===== config.mk =====
export PLATFORM = sky130hd
export DESIGN_NAME = mrsc_decoder
export DESIGN_NICKNAME = d
export VERILOG_FILES = /design/src/rtl/mrsc_decoder.sv
export SDC_FILE = /design/constraint.sdc
export NUM_CORES = 1
export LEC_CHECK = 0
export ABC_CLOCK_PERIOD_IN_PS = 2600
export BUFFER_PORTS_ARGS = -buffer_cell sky130_fd_sc_hd__buf_2
export CAP_MARGIN = 20
export CORE_ASPECT_RATIO = 1.2
export CORE_MARGIN = 3
export CORE_UTILIZATION = 55
export DETAILED_ROUTE_END_ITERATION = 7
export PLACE_DENSITY_LB_ADDON = 0.25
export SYNTH_ARGS = -nofsm -noshare
export SYNTH_HDL_FRONTEND = slang
export SYNTH_SLANG_ARGS = --single-unit

===== constraint.sdc =====
create_clock -name clk -period 2.6 [get_ports clk]
set_clock_uncertainty 0.1 [all_clocks]
set_input_delay 0.13 -clock clk [delete_from_list [all_inputs] [get_ports clk]]
set_output_delay 0.13 -clock clk [all_outputs]
set_load 0.01 [all_outputs]

===== src/rtl/mrsc_decoder.sv =====
// mrsc_decoder: three-stage pipelined decoder for the 32-bit MRSC codeword.
// Recovers 16 data bits, corrects single-row data errors and single check-bit
// errors, flags everything else as uncorrectable, and keeps saturating
// corrected/uncorrectable counters. Valid/ready handshake on both sides.
module mrsc_decoder #(
  parameter int CNT_W = 16
) (
  input  logic             clk,
  input  logic             rst_n,
  input  logic             in_valid,
  output logic             in_ready,
  input  logic [0:31]      code_in,
  output logic             out_valid,
  input  logic             out_ready,
  output logic [0:15]      data_out,
  output logic [1:0]       err_status,
  output logic [CNT_W-1:0] cnt_corr,
  output logic [CNT_W-1:0] cnt_uncorr,
  input  logic             clr_cnt
);

  localparam logic [1:0] ST_CLEAN  = 2'b00;
  localparam logic [1:0] ST_CORR   = 2'b01;
  localparam logic [1:0] ST_UNCORR = 2'b10;

  localparam logic [CNT_W-1:0] CNT_MAX = {CNT_W{1'b1}};
  localparam logic [CNT_W-1:0] CNT_ONE = {{(CNT_W-1){1'b0}}, 1'b1};

  // XOR-reduction of a 4-bit group (one parity equation)
  function automatic logic xor4(input logic [3:0] v);
    return ^v;
  endfunction

  // True when exactly one bit of v is set
  function automatic logic onehot8(input logic [7:0] v);
    return (v != 8'h00) && ((v & (v - 8'h01)) == 8'h00);
  endfunction

  // Pipeline state
  logic             adv_s;
  logic             v1_r;
  logic [0:31]      code1_r;
  logic             v2_r;
  logic [15:0]      raw2_r;
  logic [3:0]       sp2_r;
  logic [3:0]       fix2_r;
  logic [1:0]       st2_r;

  // Stage-2 combinational decode of the stage-1 codeword
  logic [3:0][3:0]  d_s;
  logic [3:0][1:0]  sc_s;
  logic [3:0]       p_s;
  logic [3:0]       sp_s;
  logic [3:0]       sd_s;
  logic [3:0]       row_nz_s;
  logic [1:0]       sel_sc_s;
  logic [3:0]       pred_s;
  logic [1:0]       st_s;
  logic [3:0]       fix_s;

  // Stage-3 combinational correction
  logic [3:0]       emask_s;
  logic [15:0]      corr_s;

  // A stage moves only when the output register is free or being drained
  assign adv_s    = !out_valid || out_ready;
  assign in_ready = adv_s;

  // Syndrome generation and error classification for the word in stage 1
  always_comb begin
    d_s      = '0;
    sc_s     = '0;
    p_s      = '0;
    sp_s     = '0;
    sd_s     = '0;
    row_nz_s = '0;
    sel_sc_s = 2'b00;
    pred_s   = '0;
    st_s     = ST_UNCORR;
    fix_s    = 4'h0;
    for (int r = 0; r < 4; r++) begin
      for (int k = 0; k < 4; k++) begin
        d_s[r][k] = code1_r[8*r+k];
      end
      sc_s[r][0]  = code1_r[8*r+6] ^ d_s[r][0] ^ d_s[r][2];
      sc_s[r][1]  = code1_r[8*r+7] ^ d_s[r][1] ^ d_s[r][3];
      row_nz_s[r] = |sc_s[r];
      sel_sc_s    = sel_sc_s | (row_nz_s[r] ? sc_s[r] : 2'b00);
    end
    // Column parity bits live in the pair slots of rows 2 and 3
    p_s[0] = code1_r[20];
    p_s[1] = code1_r[28];
    p_s[2] = code1_r[21];
    p_s[3] = code1_r[29];
    for (int k = 0; k < 4; k++) begin
      sp_s[k] = p_s[k] ^ xor4({d_s[0][k], d_s[1][k], d_s[2][k], d_s[3][k]});
    end
    // Diagonal bits live in the pair slots of rows 0 and 1
    sd_s[0] = code1_r[4]  ^ xor4({d_s[0][0], d_s[1][1], d_s[2][0], d_s[3][1]});
    sd_s[1] = code1_r[12] ^ xor4({d_s[0][1], d_s[1][0], d_s[2][1], d_s[3][0]});
    sd_s[2] = code1_r[5]  ^ xor4({d_s[0][2], d_s[1][3], d_s[2][2], d_s[3][3]});
    sd_s[3] = code1_r[13] ^ xor4({d_s[0][3], d_s[1][2], d_s[2][3], d_s[3][2]});
    // Odd rows see the diagonal pattern with neighbouring columns swapped
    if (row_nz_s[1] || row_nz_s[3]) begin
      pred_s = {sp_s[2], sp_s[3], sp_s[0], sp_s[1]};
    end else begin
      pred_s = sp_s;
    end
    if ((row_nz_s == 4'h0) && (sp_s == 4'h0) && (sd_s == 4'h0)) begin
      st_s = ST_CLEAN;
    end else if (onehot8({4'h0, row_nz_s}) && (sp_s == 4'h0) && (sd_s == 4'h0)) begin
      st_s = ST_CORR;
    end else if (onehot8({4'h0, row_nz_s}) &&
                 (sel_sc_s[0] == (sp_s[0] ^ sp_s[2])) &&
                 (sel_sc_s[1] == (sp_s[1] ^ sp_s[3])) &&
                 (sd_s == pred_s)) begin
      st_s  = ST_CORR;
      fix_s = row_nz_s;
    end else if ((row_nz_s == 4'h0) && onehot8({sp_s, sd_s})) begin
      st_s = ST_CORR;
    end else begin
      st_s = ST_UNCORR;
    end
  end

  // Apply the registered flip vector to the selected row (row 0 is the MSB nibble)
  always_comb begin
    emask_s = {sp2_r[0], sp2_r[1], sp2_r[2], sp2_r[3]};
    corr_s  = raw2_r ^ {(fix2_r[0] ? emask_s : 4'h0),
                        (fix2_r[1] ? emask_s : 4'h0),
                        (fix2_r[2] ? emask_s : 4'h0),
                        (fix2_r[3] ? emask_s : 4'h0)};
  end

  // Stage 1: capture the incoming codeword
  always_ff @(posedge clk or negedge rst_n) begin
    if (!rst_n) begin
      v1_r    <= 1'b0;
      code1_r <= 32'h0000_0000;
    end else if (adv_s) begin
      v1_r    <= in_valid;
      code1_r <= code_in;
    end
  end

  // Stage 2: capture syndromes, decision and raw data
  always_ff @(posedge clk or negedge rst_n) begin
    if (!rst_n) begin
      v2_r   <= 1'b0;
      raw2_r <= 16'h0000;
      sp2_r  <= 4'h0;
      fix2_r <= 4'h0;
      st2_r  <= ST_CLEAN;
    end else if (adv_s) begin
      v2_r   <= v1_r;
      raw2_r <= {code1_r[0:3], code1_r[8:11], code1_r[16:19], code1_r[24:27]};
      sp2_r  <= sp_s;
      fix2_r <= fix_s;
      st2_r  <= st_s;
    end
  end

  // Stage 3: registered outputs
  always_ff @(posedge clk or negedge rst_n) begin
    if (!rst_n) begin
      out_valid  <= 1'b0;
      data_out   <= 16'h0000;
      err_status <= ST_CLEAN;
    end else if (adv_s) begin
      out_valid  <= v2_r;
      data_out   <= corr_s;
      err_status <= st2_r;
    end
  end

  // Saturating statistics, counted on output acceptance; clear has priority
  always_ff @(posedge clk or negedge rst_n) begin
    if (!rst_n) begin
      cnt_corr   <= '0;
      cnt_uncorr <= '0;
    end else if (clr_cnt) begin
      cnt_corr   <= '0;
      cnt_uncorr <= '0;
    end else if (out_valid && out_ready) begin
      case (err_status)
        ST_CORR: begin
          if (cnt_corr != CNT_MAX) cnt_corr <= cnt_corr + CNT_ONE;
        end
        ST_UNCORR: begin
          if (cnt_uncorr != CNT_MAX) cnt_uncorr <= cnt_uncorr + CNT_ONE;
        end
        default: begin
          cnt_corr   <= cnt_corr;
          cnt_uncorr <= cnt_uncorr;
        end
      endcase
    end
  end

endmodule


==> reports/qor.yml <==
finish:
  fill_cells: 803
  syn_to_final_growth_pct: 22.9
  num_antenna_cells: 0
  finalNonFillerCells: 840
  layout-drive-gt1-share: 0.202
  finalNetCount: 750
  multi_input_area_um2: 2910
  regArea_um2: 2780
drt:
  dr.pass1.iters: 4
  drt-initial-drc-count: 168
  viasPerCell: 5.31
  avgRoutedWirePerCell_um: 15.2
  wirelength_um: 12800
  dr_total_vias: 4458
  ant_nets: 0
  drc: 0
clock_tree:
  cts_buffers: 9
  clk_latency_ns: 0.34
  clkTransAtPathRegs_ns: 0.07
  ctsHtreeMaxLevel: 3
  cts_sinks: 111
  cts_tree: "done"
  clock_path_buffers: 2
  cts_root_buffer: "clkbuf_16"
synth:
  muxShareOfSynthArea: 0.00522
  ys_types: 55
  ys_seq_elements: 111
  syn_area_um2: 5760
  ys_seq_area_frac: 0.483
  synth_warnings: 0
  synth_async_sr_flop_share: 1.00
  synthSimpleGateAreaFrac: 0.234
  synth_compound_area_frac: 0.0709
  avgSynthCellArea_um2: 9.76
  synth_xor_xnor_area_share: 0.181
  synth_top_family_by_area: "simple AND/OR/NAND/NOR gates"
  synth-edff-count: 0
  synth_cells: 590
  synth_fa_ha_area_frac: 0.00609
  synth_area_leaders: "dfrtp_1 48%, nand2_1 14%, xor2_1 6.7%"
  syn-num-nets: 629
  yosys_most_used_dff: "dfrtp_1"
  synth_top_area_share: 0.483
  yosysTopAreaCell: "dfrtp_1"
worst_setup_path:
  ff2ff_setup_slack_ns: 0.05
  rr_endpoint: "st2_r[0]$_DFFE_PN0P_"
  r2r-start: "code1_r[26]$_DFFE_PN0P_"
  arrival_ns: 2.66
  critPathMaxFanout: 5
  setup.worst_path.end_class: "flop"
  critical_path_class: "reg -> reg"
  critPathRequiredTime_ns: 2.71
  worstSetupStartpointType: "flop"
  rr_worst_depth: 8
timing:
  finalHoldViolCount: 0
  drv_slew: 0
  period_needed_ns: 2.55
  max_freq_mhz: 393
  max_slew_margin: 0.702
  finalSetupViolCount: 0
  period_share: 0.979
  setup_tns_ns: 0
  tightest_slew_ns: 0.442
global_routing:
  grt_pass1_wl_um: 21200
  antenna_found_initial: 0
  grt_usage: 0.226
  gr-total-overflow: 0
  grt_max_degree: 70
  grt_pass1_vias: 4317
floorplanning:
  dieArea_um2: 11700
  num_io_pins: 89
  rows: 40
  dieWidth_um: 99.4
  initial_utilization: 0.569
  die_h_um: 118
  core-area_um2: 10100
outcome:
  status: "finished clean"
pwr:
  ir_drop_v: 0.000453
  power_density_nw_per_um2: 997
  p_leak_nw: 3.52
place:
  dpl.cell_count: 789
  finalWeightedCongestion: 0.870
  hpwl_um: 9010
  port_buffers: 88
hold_path:
  worstHoldPathType: "in -> reg"
  hold_start: "clr_cnt"
  min_path_cells: 2
  hold_end: "cnt_corr[14]$_DFFE_PN0P_"
run:
  drv_cap: 0
[layout make-up]
class / count / share of cell area
well taps: 126 / 0.0223
multi-input cells: 450 / 0.412
repair buffers: 137 / 0.130
inverters: 2 / 0.00106
flip-flops and latches: 111 / 0.393
clock buffers: 12 / 0.0363
clock inverters: 2 / 0.00548
[placed cells by master (no fill, tap or decap), types with 4 or more instances in the layout]
| cell | count |
|---|---|
| nand2_1 | 216 |
| o211ai_1 | 4 |
| buf_4 | 14 |
| xnor3_1 | 11 |
| dfrtp_1 | 109 |
| xor3_1 | 7 |
| nand3_1 | 9 |
| xor2_1 | 41 |
| nand4_1 | 12 |
| buf_2 | 87 |
| and4_1 | 6 |
| xnor2_1 | 12 |
| clkbuf_16 | 9 |
| and3_1 | 4 |
| o21ai_0 | 23 |
| nand4b_1 | 4 |
| o31ai_2 | 4 |
| a21oi_1 | 5 |
| dlygate4sd3_1 | 34 |
| nor2_1 | 43 |
[how the worst max path moves through the flow]
| stage | from | cells past startpoint | end |
|---|---|---|---|
| floorplan | code1_r[9]$_DFFE_PN0P_ | 8 | st2_r[0]$_DFFE_PN0P_ |
| global placement | code1_r[25]$_DFFE_PN0P_ | 7 | st2_r[0]$_DFFE_PN0P_ |
| detailed placement | code1_r[25]$_DFFE_PN0P_ | 7 | st2_r[0]$_DFFE_PN0P_ |
| CTS | code1_r[25]$_DFFE_PN0P_ | 7 | st2_r[0]$_DFFE_PN0P_ |
| global route | code1_r[11]$_DFFE_PN0P_ | 7 | st2_r[1]$_DFFE_PN0P_ |
| finish | code1_r[26]$_DFFE_PN0P_ | 8 | st2_r[0]$_DFFE_PN0P_ |
[state kept, by name, summed over array words and instances (netlist names), 2 cells and up]
signal	count
err_status	2
data_out	16
fix2_r	4
code1_r	32
raw2_r	16
cnt_uncorr	16
st2_r	2
cnt_corr	16
sp2_r	4
[what timing repair did]
item,in CTS,in global routing
hold buffers,34,0
setup endpoints to repair,1,6
buffers inserted,0,3
resized for setup,1,6
pin swaps,0,1
gates cloned,0,0
endpoints found under the hold margin,64,0
[worst max-delay path, stage by stage (launching register included)]
cell and delay (ns):
dfrtp_1 0.46, xor3_1 0.44, nor2_1 0.05, buf_4 0.15, maj3_1 0.33, a32o_1 0.24
a222oi_1 0.37, a2bb2oi_1 0.19, o21ai_1 0.08
[cells by family after synthesis]
family / Yosys count
and+or+nand+nor: 311
DFF: 111
xor gates and xnor gates: 80
AOI/OAI and AO/OA: 53
buffers and inverters: 29
muxes: 3
adders and majority gates: 3
[Yosys cell counts (all sizes together), types with 2 or more instances]
library cell    n
nand2         216
dfrtp         111
xor2           47
nor2           43
o21ai          24
clkbuf         19
xnor2          14
nand4          13
xnor3          11
nand3           9
buf             8
xor3            8
a21oi           6
and4            6
o211ai          5
and3            4
nand4b          4
o31ai           4
and2            3
mux2i           3
o21a            3
a32o            2
a41oi           2
and2b           2
and4bb          2
ha              2
inv             2
nor3            2
or3             2
[metrics by stage]
| step | area [um^2] | worst slack (ns) | utilization | hold slack (ns) | power (mW) |
|---|---|---|---|---|---|
| floorplan | 5760 | 0.245 | - | -0.266 | 4.70 |
| global placement | 6370 | 0.0181 | 0.630 | -0.00554 | 5.40 |
| detailed placement | 6370 | -0.0433 | 0.630 | -0.000714 | 5.49 |
| CTS | 7020 | 0.0309 | 0.694 | 0.0836 | 6.94 |
| global route | 7070 | -0.000836 | 0.700 | 0.117 | 7.52 |
| finish | 7070 | 0.0545 | 0.700 | 0.0879 | 7.05 |
[metal layers]
metal,global-route usage,up-vias,share of wire
met2,0.370,113,0.50
met1,0.313,2156,0.44
met5,0,-,0
met4,0.0572,0,0.014
met3,0.0409,16,0.046
li1,-,2173,-
[power breakdown]
group | internal, mW | total [mW] | switching (mW)
Sequential | 2.13 | 2.51 | 0.382
Clock | 0.793 | 1.37 | 0.581
Combinational | 1.49 | 3.17 | 1.68
(Power assumes the default switching activity.)
